===== src/rtl/mult_pipe_pkg.sv =====
// Shared types and defaults for the pipelined RISC-V M-extension multiplier.
package mult_pipe_pkg;

    localparam int unsigned DefaultXlen = 32;

    typedef enum logic [1:0] {
        FuncMul    = 2'd0,
        FuncMulh   = 2'd1,
        FuncMulhsu = 2'd2,
        FuncMulhu  = 2'd3
    } mult_func_e;

    function automatic logic opa_signed(mult_func_e f);
        return (f == FuncMulh) || (f == FuncMulhsu);
    endfunction

    function automatic logic opb_signed(mult_func_e f);
        return f == FuncMulh;
    endfunction

endpackage


===== src/rtl/mult_pipe_if.sv =====
// Issue, writeback and branch-control signals between the core and the multiplier.
interface mult_pipe_if
    import mult_pipe_pkg::*;
#(
    parameter int unsigned XLEN  = DefaultXlen,
    parameter int unsigned TAG_W = 5
) ();

    logic             in_valid;
    logic             in_ready;
    mult_func_e       in_func;
    logic [XLEN-1:0]  in_opa;
    logic [XLEN-1:0]  in_opb;
    logic [TAG_W-1:0] in_tag;
    logic             in_spec;
    logic             squash;
    logic             resolve;
    logic             out_valid;
    logic             out_ready;
    logic [XLEN-1:0]  out_value;
    logic [TAG_W-1:0] out_tag;
    logic             out_spec;
    logic             busy;

    modport master (
        output in_valid, in_func, in_opa, in_opb, in_tag, in_spec, squash, resolve, out_ready,
        input  in_ready, out_valid, out_value, out_tag, out_spec, busy
    );

    modport slave (
        input  in_valid, in_func, in_opa, in_opb, in_tag, in_spec, squash, resolve, out_ready,
        output in_ready, out_valid, out_value, out_tag, out_spec, busy
    );

endinterface


===== src/rtl/mult_pipe_stage.sv =====
// One multiplier stage: accumulates the partial product for its slice of the multiplier
// and carries the entry's valid/tag/spec/func alongside.
module mult_pipe_stage
    import mult_pipe_pkg::*;
#(
    parameter int unsigned XLEN  = DefaultXlen,
    parameter int unsigned TAG_W = 5,
    parameter int unsigned CHUNK = 16,
    parameter int unsigned SHIFT = 0
) (
    input  logic              clk_i,
    input  logic              rst_i,
    input  logic              advance_i,
    input  logic              squash_i,
    input  logic              resolve_i,
    input  logic              valid_i,
    input  logic [TAG_W-1:0]  tag_i,
    input  logic              spec_i,
    input  mult_func_e        func_i,
    input  logic [2*XLEN-1:0] opa_i,
    input  logic [2*XLEN-1:0] opb_i,
    input  logic [2*XLEN-1:0] acc_i,
    output logic              valid_o,
    output logic [TAG_W-1:0]  tag_o,
    output logic              spec_o,
    output mult_func_e        func_o,
    output logic [2*XLEN-1:0] opa_o,
    output logic [2*XLEN-1:0] opb_o,
    output logic [2*XLEN-1:0] acc_o
);

    localparam int unsigned PW = 2 * XLEN;

    logic             valid_q, valid_d;
    logic [TAG_W-1:0] tag_q, tag_d;
    logic             spec_q, spec_d;
    mult_func_e       func_q, func_d;
    logic [PW-1:0]    opa_q, opa_d;
    logic [PW-1:0]    opb_q, opb_d;
    logic [PW-1:0]    acc_q, acc_d;
    logic [PW-1:0]    chunk_ext;
    logic [PW-1:0]    partial;

    // Multiplier slice is taken unsigned; the product is only kept modulo 2^PW.
    always_comb begin
        chunk_ext            = '0;
        chunk_ext[CHUNK-1:0] = opb_i[SHIFT +: CHUNK];
    end

    assign partial = (opa_i * chunk_ext) << SHIFT;

    always_comb begin
        valid_d = valid_q;
        tag_d   = tag_q;
        spec_d  = spec_q;
        func_d  = func_q;
        opa_d   = opa_q;
        opb_d   = opb_q;
        acc_d   = acc_q;
        if (advance_i) begin
            valid_d = valid_i;
            tag_d   = tag_i;
            spec_d  = spec_i;
            func_d  = func_i;
            opa_d   = opa_i;
            opb_d   = opb_i;
            acc_d   = acc_i + partial;
        end
        // Squash outranks resolve: a speculative entry dies before it can be confirmed.
        if (squash_i && spec_d) begin
            valid_d = 1'b0;
        end else if (resolve_i) begin
            spec_d = 1'b0;
        end
    end

    always_ff @(posedge clk_i) begin
        if (rst_i) begin
            valid_q <= 1'b0;
            tag_q   <= '0;
            spec_q  <= 1'b0;
            func_q  <= FuncMul;
            opa_q   <= '0;
            opb_q   <= '0;
            acc_q   <= '0;
        end else begin
            valid_q <= valid_d;
            tag_q   <= tag_d;
            spec_q  <= spec_d;
            func_q  <= func_d;
            opa_q   <= opa_d;
            opb_q   <= opb_d;
            acc_q   <= acc_d;
        end
    end

    assign valid_o = valid_q;
    assign tag_o   = tag_q;
    assign spec_o  = spec_q;
    assign func_o  = func_q;
    assign opa_o   = opa_q;
    assign opb_o   = opb_q;
    assign acc_o   = acc_q;

endmodule


===== src/rtl/mult_pipe.sv =====
// Pipelined MUL/MULH/MULHSU/MULHU unit with lockstep stall and speculative squash/resolve.
module mult_pipe
    import mult_pipe_pkg::*;
#(
    parameter int unsigned XLEN       = DefaultXlen,
    parameter int unsigned NUM_STAGES = 4,
    parameter int unsigned TAG_W      = 5
) (
    input logic        clock,
    input logic        reset,
    mult_pipe_if.slave bus
);

    localparam int unsigned PW    = 2 * XLEN;
    localparam int unsigned CHUNK = PW / NUM_STAGES;

    // Index 0 is the issue port, index s+1 is the register output of stage s.
    logic                advance;
    logic [NUM_STAGES:0] valid;
    logic [NUM_STAGES:0] spec;
    logic [TAG_W-1:0]    tag  [NUM_STAGES+1];
    mult_func_e          func [NUM_STAGES+1];
    logic [PW-1:0]       opa  [NUM_STAGES+1];
    logic [PW-1:0]       opb  [NUM_STAGES+1];
    logic [PW-1:0]       acc  [NUM_STAGES+1];

    assign advance = !valid[NUM_STAGES] || bus.out_ready;

    assign valid[0] = bus.in_valid;
    assign spec[0]  = bus.in_spec;
    assign tag[0]   = bus.in_tag;
    assign func[0]  = bus.in_func;
    assign opa[0]   = {{XLEN{opa_signed(bus.in_func) & bus.in_opa[XLEN-1]}}, bus.in_opa};
    assign opb[0]   = {{XLEN{opb_signed(bus.in_func) & bus.in_opb[XLEN-1]}}, bus.in_opb};
    assign acc[0]   = '0;

    for (genvar s = 0; s < NUM_STAGES; s++) begin : g_stage
        mult_pipe_stage #(
            .XLEN  (XLEN),
            .TAG_W (TAG_W),
            .CHUNK (CHUNK),
            .SHIFT (s * CHUNK)
        ) u_stage (
            .clk_i     (clock),
            .rst_i     (reset),
            .advance_i (advance),
            .squash_i  (bus.squash),
            .resolve_i (bus.resolve),
            .valid_i   (valid[s]),
            .tag_i     (tag[s]),
            .spec_i    (spec[s]),
            .func_i    (func[s]),
            .opa_i     (opa[s]),
            .opb_i     (opb[s]),
            .acc_i     (acc[s]),
            .valid_o   (valid[s+1]),
            .tag_o     (tag[s+1]),
            .spec_o    (spec[s+1]),
            .func_o    (func[s+1]),
            .opa_o     (opa[s+1]),
            .opb_o     (opb[s+1]),
            .acc_o     (acc[s+1])
        );
    end

    assign bus.in_ready  = advance;
    assign bus.out_valid = valid[NUM_STAGES];
    assign bus.out_tag   = tag[NUM_STAGES];
    assign bus.out_spec  = spec[NUM_STAGES];
    assign bus.out_value = (func[NUM_STAGES] == FuncMul) ? acc[NUM_STAGES][XLEN-1:0]
                                                         : acc[NUM_STAGES][PW-1:XLEN];
    assign bus.busy      = |valid[NUM_STAGES:1];

    // Operands are dead once the last slice has been accumulated.
    logic unused_tail;
    assign unused_tail = ^{opa[NUM_STAGES], opb[NUM_STAGES]};

endmodule


===== src/flat_wrapper.sv =====
// flat-port wrapper written by rule: the top's interface ports become plain ports
module mult_pipe_flat import mult_pipe_pkg::*;
#(
    parameter int unsigned XLEN       = DefaultXlen,
    parameter int unsigned NUM_STAGES = 4,
    parameter int unsigned TAG_W      = 5
)
  (clock, reset, bus_in_valid, bus_in_func, bus_in_opa, bus_in_opb, bus_in_tag, bus_in_spec, bus_squash, bus_resolve, bus_out_ready, bus_in_ready, bus_out_valid, bus_out_value, bus_out_tag, bus_out_spec, bus_busy);
  mult_pipe_if #(.XLEN(XLEN), .TAG_W(TAG_W)) bus_i ();
  input logic clock;
  input logic reset;
  input wire logic [$bits(bus_i.in_valid)-1:0] bus_in_valid;
  input wire logic [$bits(bus_i.in_func)-1:0] bus_in_func;
  input wire logic [$bits(bus_i.in_opa)-1:0] bus_in_opa;
  input wire logic [$bits(bus_i.in_opb)-1:0] bus_in_opb;
  input wire logic [$bits(bus_i.in_tag)-1:0] bus_in_tag;
  input wire logic [$bits(bus_i.in_spec)-1:0] bus_in_spec;
  input wire logic [$bits(bus_i.squash)-1:0] bus_squash;
  input wire logic [$bits(bus_i.resolve)-1:0] bus_resolve;
  input wire logic [$bits(bus_i.out_ready)-1:0] bus_out_ready;
  output wire logic [$bits(bus_i.in_ready)-1:0] bus_in_ready;
  output wire logic [$bits(bus_i.out_valid)-1:0] bus_out_valid;
  output wire logic [$bits(bus_i.out_value)-1:0] bus_out_value;
  output wire logic [$bits(bus_i.out_tag)-1:0] bus_out_tag;
  output wire logic [$bits(bus_i.out_spec)-1:0] bus_out_spec;
  output wire logic [$bits(bus_i.busy)-1:0] bus_busy;
  assign bus_i.in_valid = bus_in_valid;
  assign bus_i.in_func = bus_in_func;
  assign bus_i.in_opa = bus_in_opa;
  assign bus_i.in_opb = bus_in_opb;
  assign bus_i.in_tag = bus_in_tag;
  assign bus_i.in_spec = bus_in_spec;
  assign bus_i.squash = bus_squash;
  assign bus_i.resolve = bus_resolve;
  assign bus_i.out_ready = bus_out_ready;
  assign bus_in_ready = bus_i.in_ready;
  assign bus_out_valid = bus_i.out_valid;
  assign bus_out_value = bus_i.out_value;
  assign bus_out_tag = bus_i.out_tag;
  assign bus_out_spec = bus_i.out_spec;
  assign bus_busy = bus_i.busy;
  mult_pipe #(.XLEN(XLEN), .NUM_STAGES(NUM_STAGES), .TAG_W(TAG_W)) u_core (.clock(clock), .reset(reset), .bus(bus_i));
endmodule

===== config.mk =====
export PLATFORM = sky130hd
export DESIGN_NAME = mult_pipe_flat
export DESIGN_NICKNAME = d
export VERILOG_FILES = /design/src/rtl/mult_pipe_pkg.sv /design/src/rtl/mult_pipe_if.sv /design/src/rtl/mult_pipe_stage.sv /design/src/rtl/mult_pipe.sv /design/src/flat_wrapper.sv
export SDC_FILE = /design/constraint.sdc
export NUM_CORES = 2
export LEC_CHECK = 0
export ABC_AREA = 1
export BUFFER_PORTS_ARGS = -buffer_cell sky130_fd_sc_hd__buf_4
export CORE_MARGIN = 1.5
export CORE_UTILIZATION = 35
export CTS_CLUSTER_SIZE = 14
export DETAILED_ROUTE_END_ITERATION = 7
export GPL_TIMING_DRIVEN = 0
export PLACE_DENSITY = 0.61
export SLEW_MARGIN = 25
export SYNTH_ARGS = -nofsm -noshare
export SYNTH_HDL_FRONTEND = slang
export SYNTH_SLANG_ARGS = --single-unit

===== constraint.sdc =====
create_clock -name clock -period 8.9 [get_ports clock]
set_input_delay 0.445 -clock clock [delete_from_list [all_inputs] [get_ports clock]]
set_output_delay 0.445 -clock clock [all_outputs]
set_load 0.05 [all_outputs]

==> results.toml <==
[status]
outcome = "finished, final reports clean"

[critical_path]
setup.worst_path.start_class = "flop"
required_ps = 9400
rr_startpoint = "u_core.g_stage[1].u_stage.opb_o[32]"
critPathCaptureType = "flop"
cp.arrival_ps = 9130
worst-path-buf-inv = 6
max_stage_delay_ps = 580
crit_top_cell = "fa_1"
criticalPathCategory = "flop to flop"
cp_max_fo = 10
crit_family = "adder cells"
critical_path.startpoint = "u_core.g_stage[1].u_stage.opb_o[32]"
crit_path_top_delay_cell = "fa_1"

[power]
power_density_nw_per_um2 = 366
max-vdd-ir-drop_mv = 0.498
power_leakage_nw = 41.5

[timing]
maxSlewHeadroom_pct = 20.4
setup_viol = 0
finalCritPeriodShare_pct = 97.0
fmax_ghz = 0.116
finalWorstSetupSlack_ps = 266
final_max_slew_viol_count = 0
fin_worst_skew_ps = 38.4
hold_violations = 0
fin_crit_ps = 8630
worstMarginPinSlew_ps = 1190
rsz0062_at_grt = "yes"

[layout]
drive_gt1_share_pct = 4.83
area_growth_pct = 7.88
final_net_count = 10938
final_cell_mix = "2426 x inv_1, 1702 x nand2_1, 1298 x fa_1, 755 x nor2_1, 456 x ha_1"
final_common_cell = "inv_1"
fin_area_sq_um = 74500

[global_route]
antenna_found_initial = 26
grt_usage_pct = 24.2
grt_pass1_wl_um = 363000
grt_max_degree = 20
grt_pass1_vias = 59019
gr-total-overflow = 0

[floorplan]
fp.dieH_um = 447
coreArea_sq_um = 195000
rows = 162
die_area_sq_um = 200000
io_pins = 119
die_x_um = 447
initial_core_util_pct = 35.3

[yosys]
synth_nets = 10842
synth_warnings = 0
synthCells = 9009
yosysSeqAreaShare_pct = 11.0
synth_cell_type_count = 60
synth_area_per_cell_sq_um = 7.66
ys_ff_latch = 378
synth_area_sq_um = 69000

[detailed_routing]
postRouteAntennaNets = 0
dr.first_iter.drc_count = 4877
vias = 57478
firstDrtPassIters = 6
post-route-drc-count = 0
avgRoutedWirePerCell_um = 20.4
drt-total-wl_um = 240000
via_per_inst = 4.88

[cts]
numCtsBuffers = 40
cts-root-buf = "clkbuf_16"
clk_pin_slew_ps = 60
clock_latency_ps = 620
htree_levels = 2
cts_num_sinks = 378
cts_tree = "yes"
clockBufferDepth = 3

[place]
place_congestion = 1.02
portBuffers = 84
detailedPlace.worstSlack_ps = -1030
place_area_sq_um = 73000
dp_hpwl_um = 204000

[hold_path]
min-delay-start = "bus_in_opb[29]"
hp-class = "input pin to flop"

[flow_run]
cap_violations = 0
## synthesized netlist by cell type, drive strengths merged
| cell | number | share of area, % |
|---|---|---|
| inv | 2453 | 13 |
| nand2 | 1723 | 9.5 |
| fa | 1299 | 38 |
| nor2 | 765 | 4.2 |
| o21ai | 513 | 3.8 |
| ha | 456 | 8.3 |
| dfxtp | 378 | 11 |
| clkbuf | 337 | 1.8 |
| a21oi | 298 | 2.2 |
| nand3 | 167 | 1.2 |
| xor2 | 120 | 1.5 |
| o21bai | 94 | 1.1 |
| xnor2 | 56 | 0.71 |
| a21o | 42 | 0.46 |
| buf | 39 | 0.28 |
| o211ai | 36 | 0.39 |
| mux2 | 32 | 0.52 |
| nor3 | 29 | 0.22 |
| nand4 | 28 | 0.25 |
| a31oi | 26 | 0.24 |
| nor4 | 19 | 0.23 |
| o21a | 15 | 0.16 |
| o221ai | 14 | 0.18 |
| or2 | 11 | 0.10 |
| a21boi | 10 | 0.15 |
| a211oi | 9 | 0.098 |
| nand3b | 9 | 0.098 |
| and3 | 7 | 0.063 |
| a31o | 6 | 0.076 |
| mux2i | 4 | 0.058 |
| a221oi | 2 | 0.025 |
| clkinv | 2 | 0.011 |
| o2111ai | 2 | 0.025 |
| o311ai | 2 | 0.025 |
| o31ai | 2 | 0.022 |
| o211a | 1 | 0.014 |
| o221a | 1 | 0.016 |
| o311a | 1 | 0.014 |
| or3b | 1 | 0.013 |
## worst min-delay path: cells and delay by family
| kind | cells | cell delay (ps) |
|---|---|---|
| AND/OR/NAND/NOR | 1 | 80 |
| AO/OA/AOI/OAI | 1 | 70 |
| buffers and inverters | 1 | 80 |
## metal layers
| layer | vias to the layer above | routed length [um] | part of all wire, % | global-route usage (%) |
|---|---|---|---|---|
| met3 | 384 | 14900 | 6.2 | 2.67 |
| met1 | 28497 | 101000 | 42 | 32.0 |
| met5 | - | 0 | 0 | 0 |
| met2 | 1965 | 112000 | 47 | 39.9 |
| li1 | 26632 | - | - | - |
| met4 | 0 | 11900 | 4.9 | 10.7 |
## report_power, final
part / switching, W / internal, W
clock network: 0.000772 / 0.000970
registers: 0.000317 / 0.00212
logic: 0.0154 / 0.00770
## timing repair
action	4_1_cts	5_1_grt
endpoints found under the setup margin	25	24
endpoints found under the hold margin	0	0
resized for setup	26	174
pin swaps	0	2
setup buffers	0	2
hold buffers	0	0
## through the flow
| stage | setup TNS [ps] | utilization [%] | power, W | hold slack, ps | cells |
|---|---|---|---|---|---|
| final | 0 | 38.1 | 0.0273 | 96.7 | 11771 |
| after global routing | -63.3 | 38.1 | 0.0299 | 90.8 | 11769 |
| after CTS | 0 | 38.0 | 0.0269 | 69.1 | 11771 |
| after detailed placement | -8160 | 37.4 | 0.0250 | 455 | 11719 |
| after global placement | -9020 | 37.3 | 0.0249 | 451 | 11717 |
| after floorplan | 0 | - | 0.0180 | 429 | 9009 |
## final timing paths
kind	slack (ps)	cells after the start	end
hold reg to reg	460	2	u_core.g_stage[2].u_stage.opa_o[15]
setup reg to reg	270	33	u_core.g_stage[2].u_stage.acc_o[63]
setup / recovery	270	33	u_core.g_stage[2].u_stage.acc_o[63]
hold / removal	100	3	u_core.g_stage[0].u_stage.opb_o[29]
## logic make-up after synthesis
family,Yosys count,synth area share (%)
buffers and inverters,2831,15.5
DFF,378,11.0
adders and majority gates,1755,45.9
AOI/OAI and AO/OA,1074,8.97
and+or+nand+nor,2759,15.9
xor gates and xnor gates,176,2.23
muxes,36,0.580
## sequential cells by signal (all words and copies together) (netlist names)
name                            flops
u_core.g_stage.u_stage.spec_o       4
u_core.g_stage.u_stage.func_o       8
u_core.g_stage.u_stage.opa_o       81
u_core.g_stage.u_stage.acc_o      242
u_core.g_stage.u_stage.valid_o      4
u_core.g_stage.u_stage.opb_o       19
u_core.g_stage.u_stage.tag_o       20
## cell type report
type / instances / area, sq um
fillers: 20560 / 121000
multi-input cells: 5800 / 50900
inverters: 2455 / 9220
flip-flops and latches: 378 / 7610
well taps: 2624 / 3280
plain buffers: 342 / 1490
clock buffers: 54 / 1140
repair buffers: 88 / 668
clock inverters: 14 / 180
diodes: 16 / 40.0
Power figures use the tool's default switching activity.
